$ cat config.mk
export PLATFORM = sky130hd
export DESIGN_NAME = regfile_rdport_arb
export DESIGN_NICKNAME = d
export VERILOG_FILES = /design/src/rtl/regfile_rdport_arb.sv
export SDC_FILE = /design/constraint.sdc
export NUM_CORES = 1
export LEC_CHECK = 0
export ABC_AREA = 1
export BUFFER_PORTS_ARGS = -buffer_cell sky130_fd_sc_hd__buf_2
export CAP_MARGIN = 20
export CORE_MARGIN = 1
export CORE_UTILIZATION = 30
export CTS_BUF_LIST = sky130_fd_sc_hd__clkbuf_8 sky130_fd_sc_hd__clkbuf_16
export DETAILED_ROUTE_END_ITERATION = 6
export GPL_TIMING_DRIVEN = 0
export SLEW_MARGIN = 20
export SYNTH_ARGS = -nofsm -noshare
export SYNTH_HDL_FRONTEND = slang
export SYNTH_SLANG_ARGS = --single-unit
export TNS_END_PERCENT = 50
$ cat constraint.sdc
create_clock -name clk -period 5.8 [get_ports clk]
set_clock_uncertainty 0.15 [all_clocks]
set_input_delay 0.87 -clock clk [delete_from_list [all_inputs] [get_ports clk]]
set_output_delay 0.87 -clock clk [all_outputs]
set_load 0.05 [all_outputs]
$ cat src/rtl/regfile_rdport_arb.sv
// Round-robin arbiter for a shared 32x32 register-file read port. The winning address drives
// the read mux select, and the mux output is captured into a single-entry response buffer.
module regfile_rdport_arb #(
  parameter int unsigned NREQ    = 4,
  parameter bit          ZERO_R0 = 1'b1,
  localparam int unsigned IDW    = $clog2(NREQ)
) (
  input  logic              clk,
  input  logic              rst_n,
  input  logic [NREQ-1:0]   req_valid,
  input  logic [5*NREQ-1:0] req_addr,
  output logic [NREQ-1:0]   req_ready,
  output logic [4:0]        rd_sel,
  input  logic [31:0]       rd_data,
  output logic              resp_valid,
  input  logic              resp_ready,
  output logic [IDW-1:0]    resp_id,
  output logic [4:0]        resp_addr,
  output logic [31:0]       resp_data
);

  localparam logic [IDW:0] NreqW = (IDW+1)'(NREQ);

  logic [IDW-1:0] ptr_q, ptr_d;
  logic [NREQ-1:0] rot;
  logic [IDW-1:0]  off;
  logic [IDW:0]    sum;
  logic [IDW-1:0]  win;
  logic            any_req;
  logic [4:0]      win_addr;
  logic            can_accept;
  logic            grant;
  logic [31:0]     cap_data;

  logic            resp_valid_q;
  logic [IDW-1:0]  resp_id_q;
  logic [4:0]      resp_addr_q;
  logic [31:0]     resp_data_q;

  // Rotate so bit 0 is the requester at ptr; the first set bit is the offset of the winner.
  always_comb begin
    rot     = NREQ'({req_valid, req_valid} >> ptr_q);
    off     = '0;
    any_req = 1'b0;
    for (int i = 0; i < NREQ; i++) begin
      if (!any_req && rot[i]) begin
        any_req = 1'b1;
        off     = IDW'(i);
      end
    end
    sum = {1'b0, ptr_q} + {1'b0, off};
    win = (sum >= NreqW) ? IDW'(sum - NreqW) : IDW'(sum);
  end

  always_comb begin
    win_addr = '0;
    for (int i = 0; i < NREQ; i++) begin
      if (win == IDW'(i)) begin
        win_addr = req_addr[5*i +: 5];
      end
    end
  end

  assign can_accept = !resp_valid_q || resp_ready;
  assign grant      = can_accept && any_req && rst_n;

  always_comb begin
    req_ready = '0;
    for (int i = 0; i < NREQ; i++) begin
      req_ready[i] = grant && (win == IDW'(i));
    end
  end

  // Select is pre-positioned even under back-pressure so the read is ready when the slot frees.
  assign rd_sel   = (rst_n && any_req) ? win_addr : 5'd0;
  assign cap_data = (ZERO_R0 && (win_addr == 5'd0)) ? 32'h0000_0000 : rd_data;
  assign ptr_d    = (win == IDW'(NREQ - 1)) ? '0 : win + 1'b1;

  always_ff @(posedge clk) begin
    if (!rst_n) begin
      ptr_q        <= '0;
      resp_valid_q <= 1'b0;
      resp_id_q    <= '0;
      resp_addr_q  <= '0;
      resp_data_q  <= '0;
    end else if (grant) begin
      ptr_q        <= ptr_d;
      resp_valid_q <= 1'b1;
      resp_id_q    <= win;
      resp_addr_q  <= win_addr;
      resp_data_q  <= cap_data;
    end else if (resp_ready) begin
      resp_valid_q <= 1'b0;
    end
  end

  assign resp_valid = resp_valid_q;
  assign resp_id    = resp_id_q;
  assign resp_addr  = resp_addr_q;
  assign resp_data  = resp_data_q;

endmodule

# Yosys cells after proc, flatten, opt, wreduce, memory -nomap -nowiden
# Index checks and enable logic that the tools add are counted.
# classes
add_sub_neg	3
eq_ne	3
mul	0
order_cmp	1
n_mux	17
n_div	0
bitwise_logic	0
shift	1
n_reduce_logical	18
# op_table
operator	n
$mux W32	1
$mux W5	5
$logic_and A1 B1 Y1	10
$mux W2	4
$shr A8 B2 Y4	1
$mux W1	7
$logic_not A5 Y1	1
$eq A2 B2 Y1 const B	2
$logic_not A1 Y1	4
$add A2 B2 Y3	1
$ge A3 B3 Y1 const B	1
$add A2 B1 Y2 const B	1
$eq A2 B1 Y1 const B	1
$logic_not A2 Y1	1
$reduce_bool A2 Y1	1
$sub A2 B1 Y2 const B	1
$logic_or A1 B1 Y1	1
# totals
ramBits	0
rom_bits	0
input_bits	59
out_inout_bits	49
elab_cells	48
ff_bits	42
n_memories	0
latchBits	0

# Depth between registers and ports, before layout
# depth
word_depth	21
mapped_depth	22
depth_no_buf	21

# Worst setup path after synthesis
# No wires, ideal clock.
# synth_path
path_type	input to output
start	input req_valid[1]
end	output rd_sel[3]
path_stages	18
t_required_ps	4780
slack_ps	1616
n_path_buf	0
t_arrival_ps	3164
cell_sequence	nand2_1 nand3_1 nand2_1 nand3_1 a21boi_0 ha_1 xor2_1 o21ai_0 nand2_1 inv_1 ha_1 inv_2 nand3_1 nand2_1 nand2_1 nand2_1 nand2_2 nor2_1
# synth_via
elab_chain_cells	20
word_cells_on_any_way	28
classes_between	add/sub (2); order compare (1); eq/ne (3); shift (1); mux (13); reduce/logical (8)
# synth_rtl
element	line_no	text
start: declaration	10	input logic [NREQ-1:0] req_valid,
$shr A8 B2 Y4 (*)	42	rot = NREQ'({req_valid, req_valid} >> ptr_q);
$mux W1	46	if (!any_req && rot[i]) begin
$logic_not A1 Y1	46	
$logic_and A1 B1 Y1	46	
$mux W1	46	
$logic_not A1 Y1	46	
$logic_and A1 B1 Y1	46	
$mux W1	46	
[... 3 more ...]	--	
$add A2 B2 Y3 (*)	51	sum = {1'b0, ptr_q} + {1'b0, off};
via sum[1]	27	logic [IDW:0] sum;
$ge A3 B3 Y1 / $sub A2 B1 Y2 (equally long branches)	52	win = (sum >= NreqW) ? IDW'(sum - NreqW) : IDW'(sum);
$mux W2 (*)	52	
$logic_not A2 Y1	58	if (win == IDW'(i)) begin
$mux W5 (3 in a row)	58	
$mux W5 (*)	58	
$mux W5 (*)	75	assign rd_sel = (rst_n && any_req) ? win_addr : 5'd0;
end: declaration	13	output logic [4:0] rd_sel,
# The timed path passes the listed nets; every way through them passes the cells marked *.

# Worst setup path in the final report
# Ends and elaborated chain as after synthesis.

==> flow_summary.html <==
<table>
<tr><th>Metric</th><th>Value</th></tr>
<tr><th colspan="2">Routing</th></tr>
<tr><td>DRC</td><td>0</td></tr>
<tr><td>First DRT Iteration DRCs</td><td>86</td></tr>
<tr><td>Per-cell via count in the routed design</td><td>4.71</td></tr>
<tr><td>Wirelength per Cell</td><td>12.7 µm</td></tr>
<tr><td>Detailed Routing Iterations Pass 1</td><td>4</td></tr>
<tr><td>Final ANT Viol Nets</td><td>0</td></tr>
<tr><td>Via count</td><td>2475</td></tr>
<tr><td>Post-detailed-routing wire length</td><td>6680 µm</td></tr>
<tr><th colspan="2">Critical path</th></tr>
<tr><td>Setup slack of the most critical reg-to-reg path</td><td>2540 ps</td></tr>
<tr><td>Arrival time of the worst setup path</td><td>3260 ps</td></tr>
<tr><td>Nature of the critical path endpoint</td><td>output port</td></tr>
<tr><td>Cell breakdown of the critical path</td><td>buf_2, nand2_1, nand3_1, nand2_1, nand3_1, a21boi_0, ha_1, xor2_1, o21ai_0, nand2_1, inv_1, ha_1, inv_2, nand3_1, nand2_1, nand2_1, nand2_1, nand2_2, nor2_1, buf_2</td></tr>
<tr><td>Critical path's slowest cell</td><td>sky130_fd_sc_hd__buf_2</td></tr>
<tr><td>Depth of the worst register-to-register path</td><td>20</td></tr>
<tr><td>Critical path launch point</td><td>req_valid[1]</td></tr>
<tr><td>Cell type group with the largest total delay on the critical path</td><td>simple AND/OR/NAND/NOR gates</td></tr>
<tr><td>Critical Path End</td><td>rd_sel[3]</td></tr>
<tr><td>Launching element type of the critical path</td><td>input port</td></tr>
<tr><td>Worst path max stage delay</td><td>270 ps</td></tr>
<tr><td>R2R Path Start</td><td>ptr_q[0]</td></tr>
<tr><td>Library cell appearing most often on the critical path</td><td>sky130_fd_sc_hd__nand2_1</td></tr>
<tr><td>Worst setup path category</td><td>input port to output port</td></tr>
<tr><td>Crit. path cell count</td><td>20</td></tr>
<tr><td>Endpoint of the worst register-to-register path</td><td>resp_data[20]</td></tr>
<tr><td>Crit-path max FO</td><td>6</td></tr>
<tr><td>Required time at the endpoint of the critical path</td><td>4780 ps</td></tr>
<tr><td>CP bufs+invs</td><td>4</td></tr>
<tr><th colspan="2">Clock network</th></tr>
<tr><td>CTS H-Tree Depth</td><td>2</td></tr>
<tr><td>Clock sink total</td><td>42</td></tr>
<tr><td>CTS hold repair buffers</td><td>0</td></tr>
<tr><td>Number of buffers added for setup after CTS</td><td>0</td></tr>
<tr><td>TritonCTS Buffers</td><td>5</td></tr>
<tr><td>Post-CTS sizing</td><td>0</td></tr>
<tr><td>Clock-pin transition on the worst setup and hold timing paths</td><td>80 ps</td></tr>
<tr><td>TritonCTS clock tree</td><td>built</td></tr>
<tr><td>Max Buffers Root-to-Sink</td><td>2</td></tr>
<tr><td>Root buffer selected by CTS</td><td>sky130_fd_sc_hd__clkbuf_8</td></tr>
<tr><td>Clock insertion delay at the later pin of the skew report</td><td>290 ps</td></tr>
<tr><th colspan="2">Synth</th></tr>
<tr><td>Number of distinct standard cells referenced by the synthesized netlist</td><td>31</td></tr>
<tr><td>Main area contributors after synthesis</td><td>sky130_fd_sc_hd__dfxtp_1, sky130_fd_sc_hd__o21ai_2, sky130_fd_sc_hd__nand3_1, sky130_fd_sc_hd__nand4_1, sky130_fd_sc_hd__nand2_1</td></tr>
<tr><td>Post-synth top area cell</td><td>sky130_fd_sc_hd__dfxtp_1</td></tr>
<tr><td>Number of storage elements in the synthesis netlist</td><td>42</td></tr>
<tr><td>Post-synth top area share</td><td>0.337</td></tr>
<tr><td>Instance count of the mapped netlist</td><td>310</td></tr>
<tr><td>Proportion of synthesized chip area in sequential cells</td><td>0.337</td></tr>
<tr><td>Mean instance size in the synthesized netlist</td><td>8.05 µm²</td></tr>
<tr><td>Synthesized netlist net count</td><td>374</td></tr>
<tr><td>Post-synth design cell area</td><td>2490 µm²</td></tr>
<tr><td>Syn. warnings</td><td>0</td></tr>
<tr><th colspan="2">Timing</th></tr>
<tr><td>Transition time at the pin with the least slew margin</td><td>507 ps</td></tr>
<tr><td>Number of failing hold endpoints at the final stage</td><td>0</td></tr>
<tr><td>Setup repair after global routing missed its margin</td><td>no</td></tr>
<tr><td>Fmax</td><td>234 MHz</td></tr>
<tr><td>Total Neg Setup Slack</td><td>0 ps</td></tr>
<tr><td>Final Slew Violations</td><td>0</td></tr>
<tr><td>Period utilization</td><td>0.738</td></tr>
<tr><td>Relative max-transition margin</td><td>0.662</td></tr>
<tr><td>Post-route minimum period</td><td>4280 ps</td></tr>
<tr><td>Number of setup violations in the final report</td><td>0</td></tr>
<tr><th colspan="2">Power and ir drop</th></tr>
<tr><td>Cell Pwr Density</td><td>723 nW/µm²</td></tr>
<tr><td>Worst VDD drop</td><td>0.233 mV</td></tr>
<tr><td>Overall power of the completed layout</td><td>0.00234 W</td></tr>
<tr><td>Leakage power total</td><td>1.63 nW</td></tr>
<tr><th colspan="2">GRT</th></tr>
<tr><td>Global-route usage over all layers</td><td>0.158</td></tr>
<tr><td>Initial antenna violation count</td><td>0</td></tr>
<tr><td>Total congestion overflow after global routing</td><td>0</td></tr>
<tr><td>Vias in the first global route</td><td>2321</td></tr>
<tr><td>Wire length of the first global-routing pass</td><td>11000 µm</td></tr>
<tr><td>Pin count of the biggest net entering global routing</td><td>13</td></tr>
<tr><th colspan="2">Finish</th></tr>
<tr><td>Layout cells sized above 1</td><td>0.450</td></tr>
<tr><td>Commonest non-fill, non-tap cells in the layout</td><td>sky130_fd_sc_hd__buf_2, sky130_fd_sc_hd__nand3_1, sky130_fd_sc_hd__nand2_1</td></tr>
<tr><td>Fill cells</td><td>844</td></tr>
<tr><td>Storage element area</td><td>841 µm²</td></tr>
<tr><td>Utilization after layout</td><td>0.410</td></tr>
<tr><td>Total non-filler cell area in the finished layout</td><td>3240 µm²</td></tr>
<tr><td>Synth-to-Final Area Change</td><td>29.7%</td></tr>
<tr><td>Post-layout net count</td><td>488</td></tr>
<tr><td>Diodes inserted</td><td>0</td></tr>
<tr><td>Total area of multi-input combinational cells</td><td>1330 µm²</td></tr>
<tr><td>Most common cell after layout, fill and taps aside</td><td>sky130_fd_sc_hd__buf_2</td></tr>
<tr><th colspan="2">Floorplan</th></tr>
<tr><td>Standard cell core area</td><td>7890 µm²</td></tr>
<tr><td>Row count</td><td>32</td></tr>
<tr><td>Effective utilization at floorplan</td><td>0.316</td></tr>
<tr><td>Die Y</td><td>93.2 µm</td></tr>
<tr><td>I/O pin count</td><td>108</td></tr>
<tr><td>Total Die Area</td><td>8690 µm²</td></tr>
<tr><td>Die Span X</td><td>93.2 µm</td></tr>
<tr><th colspan="2">Outcome</th></tr>
<tr><td>Outcome</td><td>finished, final reports clean</td></tr>
<tr><th colspan="2">Job</th></tr>
<tr><td>Max-Cap Viols</td><td>0</td></tr>
<tr><th colspan="2">Placement</th></tr>
<tr><td>Port Buffer Count</td><td>107</td></tr>
<tr><td>Routability congestion estimate from global placement</td><td>0.749</td></tr>
<tr><td>Cell area after placement</td><td>3160 µm²</td></tr>
<tr><td>HPWL after detailed placement</td><td>5130 µm</td></tr>
<tr><th colspan="2">Hold path</th></tr>
<tr><td>Worst hold path startpoint</td><td>resp_id[1]</td></tr>
<tr><td>Path class of the lowest-slack min-delay path</td><td>register to register</td></tr>
</table>
==> worst min path at each step <==
stage | endpoint | slack (ps) | cells after the start
floorplan | ptr_q[1] | 410 | 3
global placement | resp_id[1] | 310 | 2
detailed placement | resp_id[1] | 310 | 2
CTS | resp_id[1] | 330 | 2
global route | resp_data[24] | 360 | 2
finish | resp_id[1] | 320 | 2
==> kinds of logic after synthesis <==
family | Yosys count | synth area share
and+or+nand+nor | 158 | 0.340
xor gates and xnor gates | 1 | 0.00351
adders and majority gates | 5 | 0.0251
AOI/OAI and AO/OA | 49 | 0.163
buffers and inverters | 55 | 0.131
DFF | 42 | 0.337
==> final cells by class <==
type,count,area share
multi-input combinational,213,0.410
sequential,42,0.260
timing repair buffer,107,0.165
buffer,24,0.0649
tap,102,0.0394
inverter,31,0.0359
clock buffer,5,0.0213
clock inverter,2,0.00309
==> power breakdown <==
group	internal [W]	switching (W)	leakage, nW
clock	0.0000809	0.0000993	0.0438
combinational	0.000512	0.00119	1.24
sequential	0.000402	0.0000573	0.347
total	0.000995	0.00135	1.63
==> metrics by stage <==
| step | cells | setup WS, ps | hold WS, ps |
|---|---|---|---|
| finish | 526 | 1520 | 324 |
| CTS | 526 | 1500 | 326 |
| floorplan | 310 | 1620 | 414 |
| global placement | 519 | 1590 | 305 |
| global route | 526 | 1230 | 355 |
| detailed placement | 519 | 1510 | 314 |
==> state kept, by name, summed over array words and instances (netlist names) <==
register	count
ptr_q	2
resp_addr	5
resp_data	32
resp_id	2
resp_valid	1
==> worst register-to-register path, stage by stage, from the launching register on <==
cell and delay, ps:
sky130_fd_sc_hd__dfxtp_1 450, sky130_fd_sc_hd__inv_2 90, sky130_fd_sc_hd__nand2_1 90, sky130_fd_sc_hd__nand3_1 70
sky130_fd_sc_hd__nand2_1 100, sky130_fd_sc_hd__nand3_1 70, sky130_fd_sc_hd__a21boi_0 180, sky130_fd_sc_hd__ha_1 190
sky130_fd_sc_hd__xor2_1 170, sky130_fd_sc_hd__nand3b_1 130, sky130_fd_sc_hd__nand2_1 120, sky130_fd_sc_hd__inv_1 100
sky130_fd_sc_hd__ha_1 260, sky130_fd_sc_hd__inv_2 90, sky130_fd_sc_hd__nand3_1 70, sky130_fd_sc_hd__nand2_1 100
sky130_fd_sc_hd__a21oi_4 200, sky130_fd_sc_hd__nand3_4 120, sky130_fd_sc_hd__nor2_8 180, sky130_fd_sc_hd__buf_12 170
sky130_fd_sc_hd__o21ai_2 60
==> layer usage <==
metal / wire [µm] / vias to the layer above / global-route usage / share of wire
met1: 3000 / 1132 / 0.201 / 0.45
met2: 3310 / 56 / 0.273 / 0.49
met3: 300 / 7 / 0.0285 / 0.045
met4: 74 / 0 / 0.0462 / 0.011
met5: 0 / - / 0 / 0
li1: - / 1280 / - / -
==> synth_stat cells <==
library cell	n
sky130_fd_sc_hd__o21ai_2	36
sky130_fd_sc_hd__buf_4	1
sky130_fd_sc_hd__inv_1	25
sky130_fd_sc_hd__dfxtp_1	42
sky130_fd_sc_hd__ha_1	5
sky130_fd_sc_hd__inv_2	6
sky130_fd_sc_hd__o21ai_1	1
sky130_fd_sc_hd__buf_8	1
sky130_fd_sc_hd__nor2_8	1
sky130_fd_sc_hd__nand4_1	33
sky130_fd_sc_hd__nor2_1	12
sky130_fd_sc_hd__nand3_4	2
sky130_fd_sc_hd__buf_2	3
sky130_fd_sc_hd__clkbuf_1	8
sky130_fd_sc_hd__nor2_2	8
sky130_fd_sc_hd__clkbuf_4	2
sky130_fd_sc_hd__a21boi_4	1
sky130_fd_sc_hd__nand2_2	3
sky130_fd_sc_hd__nand2_1	46
sky130_fd_sc_hd__buf_12	3
sky130_fd_sc_hd__a21boi_0	1
sky130_fd_sc_hd__buf_6	6
sky130_fd_sc_hd__a21oi_4	1
sky130_fd_sc_hd__a21oi_1	6
sky130_fd_sc_hd__xor2_1	1
sky130_fd_sc_hd__nand2_8	2
sky130_fd_sc_hd__nand3_1	48
sky130_fd_sc_hd__or2_2	1
sky130_fd_sc_hd__o21ai_0	3
sky130_fd_sc_hd__nand3b_1	1
sky130_fd_sc_hd__or2_0	1
Power figures use the tool's default switching activity.
